--- src/rtl/load_store_response_tracker.sv ---
// rtl/load_store_response_tracker.sv - issues LSQ transactions to data memory, tracks and aligns load responses for writeback
module load_store_response_tracker #(
    parameter int ID_W            = 3,
    parameter int MAX_OUTSTANDING = 4
) (
    input  logic            clk,
    input  logic            rst_n,
    input  logic            gc_issue_flush,
    input  logic            txn_valid,
    input  logic [31:0]     txn_addr,
    input  logic            txn_load,
    input  logic            txn_store,
    input  logic [3:0]      txn_be,
    input  logic [2:0]      txn_fn3,
    input  logic [31:0]     txn_data,
    input  logic [ID_W-1:0] txn_id,
    output logic            txn_accepted,
    output logic            mem_req_valid,
    input  logic            mem_req_ready,
    output logic [31:0]     mem_addr,
    output logic            mem_we,
    output logic [3:0]      mem_be,
    output logic [31:0]     mem_wdata,
    input  logic            mem_rsp_valid,
    input  logic [31:0]     mem_rsp_data,
    output logic            wb_valid,
    output logic [ID_W-1:0] wb_id,
    output logic [31:0]     wb_data,
    input  logic            wb_ack,
    output logic            unit_idle
);
    localparam int AW = (MAX_OUTSTANDING > 1) ? $clog2(MAX_OUTSTANDING) : 1;
    localparam int CW = $clog2(MAX_OUTSTANDING + 1);
    localparam logic [CW-1:0] MAX_CNT = CW'(MAX_OUTSTANDING);

    // Credit: loads issued and not yet written back or discarded
    logic [CW-1:0] inflight;
    logic [CW-1:0] inflight_next;

    // Per-load attributes, in request order
    logic [ID_W-1:0]            attr_id  [MAX_OUTSTANDING];
    logic [2:0]                 attr_fn3 [MAX_OUTSTANDING];
    logic [1:0]                 attr_off [MAX_OUTSTANDING];
    logic [MAX_OUTSTANDING-1:0] attr_keep;
    logic [AW-1:0]              attr_wr;
    logic [AW-1:0]              attr_rd;
    logic [CW-1:0]              attr_count;
    logic [CW-1:0]              attr_count_next;

    // Completed loads waiting for writeback
    logic [ID_W-1:0]            res_id   [MAX_OUTSTANDING];
    logic [31:0]                res_data [MAX_OUTSTANDING];
    logic [AW-1:0]              res_wr;
    logic [AW-1:0]              res_rd;
    logic [CW-1:0]              res_count;

    logic        load_accept;
    logic        rsp_pop;
    logic        rsp_keep;
    logic        rsp_drop;
    logic        wb_pop;
    logic [7:0]  rsp_byte;
    logic [15:0] rsp_half;
    logic [31:0] aligned;

    // Stores bypass the credit check; loads need a free slot
    assign mem_req_valid = rst_n & txn_valid & ~gc_issue_flush & (txn_store | (inflight < MAX_CNT));
    assign txn_accepted  = mem_req_valid & mem_req_ready;
    assign mem_addr      = txn_addr;
    assign mem_we        = txn_store;
    assign mem_be        = txn_be;
    assign mem_wdata     = txn_data;

    assign load_accept = txn_accepted & txn_load;
    // A response with nothing outstanding is ignored entirely
    assign rsp_pop     = mem_rsp_valid & (attr_count != '0);
    assign rsp_keep    = rsp_pop & attr_keep[attr_rd] & ~gc_issue_flush;
    assign rsp_drop    = rsp_pop & ~rsp_keep;

    assign wb_valid  = (res_count != '0);
    assign wb_pop    = wb_valid & wb_ack & ~gc_issue_flush;
    assign wb_id     = wb_valid ? res_id[res_rd] : '0;
    assign wb_data   = wb_valid ? res_data[res_rd] : '0;
    assign unit_idle = (attr_count == '0) & (res_count == '0);

    // Select and extend the loaded byte/halfword from the raw word
    always_comb begin
        rsp_byte = mem_rsp_data[{attr_off[attr_rd], 3'b000} +: 8];
        rsp_half = attr_off[attr_rd][1] ? mem_rsp_data[31:16] : mem_rsp_data[15:0];
        case (attr_fn3[attr_rd])
            3'b000:  aligned = {{24{rsp_byte[7]}}, rsp_byte};
            3'b100:  aligned = {24'd0, rsp_byte};
            3'b001:  aligned = {{16{rsp_half[15]}}, rsp_half};
            3'b101:  aligned = {16'd0, rsp_half};
            default: aligned = mem_rsp_data;
        endcase
    end

    // Next occupancy and credit; a flush leaves credit only for entries still awaiting data
    always_comb begin
        attr_count_next = attr_count + CW'(load_accept) - CW'(rsp_pop);
        if (gc_issue_flush) begin
            inflight_next = attr_count_next;
        end else begin
            inflight_next = inflight + CW'(load_accept) - CW'(wb_pop) - CW'(rsp_drop);
        end
    end

    // Pointers, counters and keep bits
    always_ff @(posedge clk or negedge rst_n) begin
        if (!rst_n) begin
            inflight   <= '0;
            attr_wr    <= '0;
            attr_rd    <= '0;
            attr_count <= '0;
            attr_keep  <= '0;
            res_wr     <= '0;
            res_rd     <= '0;
            res_count  <= '0;
        end else begin
            inflight   <= inflight_next;
            attr_count <= attr_count_next;
            if (load_accept) attr_wr <= attr_wr + AW'(1);
            if (rsp_pop)     attr_rd <= attr_rd + AW'(1);
            if (gc_issue_flush) begin
                attr_keep <= '0;
                res_wr    <= '0;
                res_rd    <= '0;
                res_count <= '0;
            end else begin
                if (load_accept) attr_keep[attr_wr] <= 1'b1;
                if (rsp_keep)    res_wr <= res_wr + AW'(1);
                if (wb_pop)      res_rd <= res_rd + AW'(1);
                res_count <= res_count + CW'(rsp_keep) - CW'(wb_pop);
            end
        end
    end

    // FIFO payload storage
    always_ff @(posedge clk) begin
        if (load_accept) begin
            attr_id[attr_wr]  <= txn_id;
            attr_fn3[attr_wr] <= txn_fn3;
            attr_off[attr_wr] <= txn_addr[1:0];
        end
        if (rsp_keep) begin
            res_id[res_wr]   <= attr_id[attr_rd];
            res_data[res_wr] <= aligned;
        end
    end

    // Memory must never return data that was not requested
    always_ff @(posedge clk) begin
        if (rst_n) begin
            assert (!(mem_rsp_valid && (attr_count == '0)));
        end
    end

endmodule

--- config.mk ---
export PLATFORM = sky130hd
export DESIGN_NAME = load_store_response_tracker
export DESIGN_NICKNAME = d
export VERILOG_FILES = /design/src/rtl/load_store_response_tracker.sv
export SDC_FILE = /design/constraint.sdc
export NUM_CORES = 1
export LEC_CHECK = 0
export CAP_MARGIN = 20
export CORE_ASPECT_RATIO = 2
export CORE_MARGIN = 2
export CORE_UTILIZATION = 46
export CTS_BUF_LIST = sky130_fd_sc_hd__clkbuf_16
export DETAILED_ROUTE_END_ITERATION = 16
export GPL_TIMING_DRIVEN = 0
export PLACE_DENSITY = 0.86
export RECOVER_POWER = 50
export SETUP_SLACK_MARGIN = 0.2
export SLEW_MARGIN = 20
export SYNTH_ARGS = -nofsm -noshare
export SYNTH_HDL_FRONTEND = slang
export SYNTH_SLANG_ARGS = --single-unit
--- constraint.sdc ---
create_clock -name clk -period 4.8 [get_ports clk]
set_input_delay 0.72 -clock clk [delete_from_list [all_inputs] [get_ports clk]]
set_output_delay 0.72 -clock clk [all_outputs]
set_load 0.05 [all_outputs]
After elaboration in Yosys (flattened, before gate mapping)
Memory sizes are Yosys's and may differ from the RTL's.
Index checks and enable logic that the tools add are counted.
W data, S select, Z words.
{"block": "totals", "ff_bits": 21, "latch_bits": 0, "ramBits": 172, "rom_bits": 0, "inputBits": 115, "output_inout_bits": 108, "elab_cells": 77, "mem_count": 5}
{"block": "classes", "n_addsub": 11, "multipliers": 0, "div": 0, "magnitude_cmp": 4, "eq_ne": 3, "shifts": 1, "n_mux": 20, "bitwise": 16, "n_reduce_logical": 9}
{"name": "res_data", "words": 4, "width": 32, "rd": 1, "rd_ports_with_merged_regs": 0, "write_ports": 1, "line": "52", "text": "logic [31:0] res_data [MAX_OUTSTANDING];"}
{"name": "attr_fn3", "words": 4, "width": 3, "rd": 1, "rd_ports_with_merged_regs": 0, "write_ports": 1, "line": "42", "text": "logic [2:0] attr_fn3 [MAX_OUTSTANDING];"}
{"name": "attr_id", "words": 4, "width": 3, "rd": 1, "rd_ports_with_merged_regs": 0, "write_ports": 1, "line": "41", "text": "logic [ID_W-1:0] attr_id [MAX_OUTSTANDING];"}
{"name": "res_id", "words": 4, "width": 3, "rd": 1, "rd_ports_with_merged_regs": 0, "write_ports": 1, "line": "51", "text": "logic [ID_W-1:0] res_id [MAX_OUTSTANDING];"}
{"name": "attr_off", "words": 4, "width": 2, "rd": 1, "rd_ports_with_merged_regs": 0, "write_ports": 1, "line": "43", "text": "logic [1:0] attr_off [MAX_OUTSTANDING];"}
{"op": "$pmux W32 S4", "n": 1}
{"op": "$mux W32", "n": 1}
{"op": "$shiftx A32 B6 Y8", "n": 1}
{"op": "$mux W16", "n": 1}
{"op": "$and A1 B1 Y1", "n": 12}
{"op": "$sub A3 B1 Y3", "n": 4}
{"op": "$add A3 B1 Y3", "n": 3}
{"op": "$logic_not A3 Y1", "n": 3}
{"op": "$mux W3", "n": 3}
{"op": "$add A2 B1 Y2 const B", "n": 4}
{"op": "$mux W2", "n": 4}
{"op": "$mux W4", "n": 2}
{"op": "$eq A3 B3 Y1 const B", "n": 2}
{"op": "$lt A2 B3 Y1 const B", "n": 2}
{"op": "$mux W1", "n": 6}
{"op": "$reduce_bool A2 Y1", "n": 3}
{"op": "$reduce_bool A3 Y1", "n": 2}
{"op": "$or A4 B4 Y4", "n": 1}
{"op": "$eq A3 B1 Y1 const B", "n": 1}
{"op": "$lt A3 B3 Y1 const B", "n": 1}
{"op": "$bmux W1 S2", "n": 1}
{"op": "$demux W1 S2", "n": 1}
{"op": "$ge A2 B1 Y1 const B", "n": 1}
{"op": "$not A1 Y1", "n": 2}
{"op": "other kinds (2)", "n": 2}

Logic depth before layout (Yosys ltp)
{"block": "logic_depth", "ltp_word": 9, "depth_mapped": 15, "ltp_nobuf": 13}

Worst setup path before layout
Ideal clock, no wire load.
{"block": "synth_timing", "kind": "in2reg", "from": "in gc_issue_flush", "to": "reg inflight[2]", "setup_time_ps": 135, "t_arrival_ps": 3369, "t_required_ps": 4665, "slack_ps": 1295, "path_stages": 13, "n_path_buf": 2, "path_cell_list": "clkbuf_1 and4b_1 and3_1 clkbuf_1 inv_1 ha_1 inv_1 ha_1 fa_1 xor2_1 xnor2_1 nand2_1 o21ai_0"}
{"block": "synth_between", "elab_cells_between_ends": 15, "classes_between": "5 x add/sub; 1 x mux; 9 x bitwise"}
{"element": "start: declaration", "line": "8", "text": "input logic gc_issue_flush,"}
{"element": "$not A1 Y1", "line": "67", "text": "assign mem_req_valid = rst_n & txn_valid & ~gc_issue_flush & (txn_store | (inflight < MAX_CNT));"}
{"element": "$and A1 B1 Y1 (2 in a row)", "line": "67"}
{"element": "net mem_req_valid", "line": "18", "text": "output logic mem_req_valid,"}
{"element": "$and A1 B1 Y1", "line": "68", "text": "assign txn_accepted = mem_req_valid & mem_req_ready;"}
{"element": "$and A1 B1 Y1", "line": "74", "text": "assign load_accept = txn_accepted & txn_load;"}
{"element": "net load_accept", "line": "57", "text": "logic load_accept;"}
{"element": "$add A3 B1 Y3", "line": "101", "text": "attr_count_next = attr_count + CW'(load_accept) - CW'(rsp_pop);"}
{"element": "$sub A3 B1 Y3", "line": "101"}
{"element": "net attr_count_next[2]", "line": "48", "text": "logic [CW-1:0] attr_count_next;"}
{"element": "$mux W3", "line": "102", "text": "if (gc_issue_flush) begin"}
{"element": "net inflight_next[2]", "line": "38", "text": "logic [CW-1:0] inflight_next;"}
{"element": "end signal: assignment", "line": "121", "text": "inflight <= inflight_next;"}
{"element": "end: declaration", "line": "37", "text": "logic [CW-1:0] inflight;"}
The timed path passes the listed nets, and every way through them passes these cells.
A chain may end at the register's enable or synchronous reset.

Final worst setup path
{"block": "layout_timing", "from": "reg res_rd[1]", "to": "out wb_data[23]"}
{"block": "layout_between", "elab_chain_cells": 2}
{"element": "start: declaration", "line": "54", "text": "logic [AW-1:0] res_rd;"}
{"element": "start signal: assignment", "line": "133", "text": "if (wb_pop) res_rd <= res_rd + AW'(1);"}
{"element": "$mem_v2 Z4 W32"}
{"element": "$mux W32", "line": "83", "text": "assign wb_data = wb_valid ? res_data[res_rd] : '0;"}
{"element": "end: declaration", "line": "28", "text": "output logic [31:0] wb_data,"}
No other way between the ends.

==> metrics.txt <==
CTS tree=yes; H-tree Lvls=4; Setup TNS=0 ps; crit-path leading delay family=buffers and inverters; largest net degree at the start of global routing=27; outcome=finished, final reports clean; Final Critical Period=around 3900 ps; die footprint=just over 0.02 sq mm; commonest non-fill, non-tap cell in the layout=edfxtp_1; Yosys reg bits=193; Detail Route Antenna Nets=0; DR iter-0 viols=about 280; first-pass iteration count of the detailed router=5; final std cells w/o fill=1,008; cells after synthesis=roughly 560; total grt overflow=0; register area share after synthesis=between 60 and 70%; Finished Core Util=60.2%; Die X=roughly 100 um; post-CTS setup buffer count=0; main combinational cell family by area after synthesis=multiplexers; Placed Cells=~1,000; Period Utilization, post-route=80.5%; CP bufs+invs=3; Worst Max-Slew Pin Slew=approximately 1200 ps; commonest cells after routing, fill and taps aside=172 x edfxtp_1, 79 x clkdlybuf4s50_1, 75 x dlygate4sd3_1; post-CTS sizing=0; Slew Limit Fails=0; CP startpoint kind=register; VDD IR max=290 uV; RSZ-0062 raised after global routing=no; GPL Wtd Cong=slightly above 0.8; total track usage=18.8%; post-DR wirelength/cell=18.6 um; Post-CTS Hold Buffers=0; top_reg_cell synth=edfxtp_1; worst clock skew=approximately 11 ps; Leak=roughly 0.0042 uW; Starting Density=approximately 47%; Hold Violations, Final=0; Post-Syn Area=a little under 0.009 sq mm; Peak Freq=259 MHz; layout cell share with drive strength beyond 1=between 20% and 30%; CTS buffer count=17; worst min path class=input pin to async pin; clock transition at the registers of the reported paths=approximately 70 ps; number of buffers inserted by port buffering=155; vias per std cell=around 5.2; Critical Path Max Stage Delay=690 ps; Pwr Density=just under 500 mW/mm^2; DRT Wirelength=18,800 um; top fanout value on the critical path=10; fraction of registers with async set/reset=between 10 and 15%; root buffer cell=clkbuf_16; HPWL after DPL=between 10,000 and 15,000 um; endpoint type of the worst setup path=primary output; initial antenna violation count=0; # Max-Cap Violations=0; crit-path cells=clkbuf_1, clkbuf_1, mux4_2, and2_1, clkdlybuf4s50_1; arrival time at the worst endpoint=~3100 ps; cell mode on critical path=clkbuf_1; Vert. Die Dim=between 200 and 250 um; Post-Syn Nets=695; fillcell total=~1,400; latest clock arrival within the worst-skew pair=roughly 440 ps; Max transition margin=just under 20%; slowest cell on the critical path=clkdlybuf4s50_1; post-synthesis adder-cell area fraction=between 2 and 3%; number of diodes=0; vias in the first global route=around 5,400; Synth warnings=0; synth unique cells=43; post-synthesis simple-gate area fraction=7.00%; endpoints failing setup=0; synth-to-layout area growth=28.1%; post-synthesis mux area share=a little over an eighth; core area=approximately 0.019 sq mm; Rows=between 70 and 80; CP Data Required Time=around 4000 ps; Post-synth EDFFs=~170; DRC Markers=0; IO Pins=approximately 220; Crit Path Class=register to primary output; clk sinks=around 190; Syn Area/Cell=15.7 sq um; XOR/XNOR share of the synthesized area=1.19%; first-pass GRT wire length=approximately 28,000 um; post-synthesis compound-gate area fraction=3.62%; Final #Nets=about 870; via count=around 5,300; Clock Path Buffers=2
-- power breakdown --
group          switching, uW  internal, uW  leakage, uW  total (uW)
combinational           1300           783      0.00206        2080
clock                    631           731     0.000280        1360
sequential              39.6          2100      0.00182        2140
total                   1970          3610      0.00416        5580
-- final cells by class --
cell class	count	area (sq um)	share of cell area, %
clock inverters	15	148	1.30
flip-flops and latches	193	5690	50.2
plain buffers	94	626	5.52
well taps	255	319	2.82
clock buffers	17	425	3.75
multi-input cells	256	2430	21.4
inverters	19	71.3	0.629
repair buffers	159	1630	14.3
-- logic make-up (layout without fill, tap and decap cells) --
family / count (synthesis) / after routing
xor gates and xnor gates: 12 / 12
and+or+nand+nor: 126 / 126
buffers and inverters: 113 / 304
AOI/OAI and AO/OA: 42 / 42
muxes: 58 / 58
adders and majority gates: 18 / 18
DFF: 193 / 193
-- path summary, 6_finish.rpt --
kind	slack (ps)	cells past startpoint	endpoint	start
hold / removal	510	1	attr_count[0]	rst_n
max in group asynchronous	3560	1	res_rd[0]	rst_n
setup / recovery	940	5	wb_data[23]	res_rd[1]
setup reg to reg	1250	13	inflight[2]	attr_rd[0]
hold reg to reg	510	2	attr_keep[3]	attr_keep[3]
min in group clk	510	2	attr_keep[3]	attr_keep[3]
-- flip-flops by register name, summed over array words and instances, names as in the netlist, 3 cells and up --
| register | flops |
|---|---|
| attr_count | 3 |
| attr_fn3 | 12 |
| attr_id | 12 |
| attr_keep | 4 |
| attr_off | 8 |
| inflight | 3 |
| res_count | 3 |
| res_data | 128 |
| res_id | 12 |
-- routing by layer --
layer | global-route usage (%) | vias up | part of all wire (%)
met5 | 0 | - | 0
met4 | 7.71 | 0 | 2.4
met3 | 3.66 | 28 | 6.9
met2 | 34.7 | 270 | 56
met1 | 20.4 | 2602 | 35
li1 | - | 2368 | -
-- cell usage after synthesis (5+ instances only) --
| master | count | area, sq um |
|---|---|---|
| o21ai_0 | 6 | 30.0 |
| buf_2 | 7 | 35.0 |
| ha_1 | 15 | 188 |
| buf_4 | 69 | 518 |
| inv_1 | 19 | 71.3 |
| and2_1 | 45 | 282 |
| mux2i_1 | 7 | 70.1 |
| a21o_1 | 5 | 37.5 |
| xnor2_1 | 6 | 52.6 |
| xor2_1 | 6 | 52.6 |
| mux4_2 | 42 | 946 |
| nand2_1 | 46 | 173 |
| mux2_2 | 6 | 67.6 |
| nor2_1 | 23 | 86.3 |
| edfxtp_1 | 172 | 5160 |
| dfrtp_1 | 21 | 526 |
| o22a_1 | 7 | 61.3 |
| clkbuf_1 | 14 | 52.6 |
-- per-stage QoR --
stage / cell area [sq um] / hold slack [ps] / setup WS (ps) / total power, uW
finish: 11300 / 512 / 936 / 5580
global placement: 10700 / 476 / 302 / 4250
detailed placement: 10800 / 501 / 269 / 4310
global route: 11300 / 560 / 595 / 5810
floorplan: 8850 / 424 / 1300 / 3670
CTS: 11400 / 518 / 718 / 5660
Note: power is estimated with default switching activity, not from simulation.
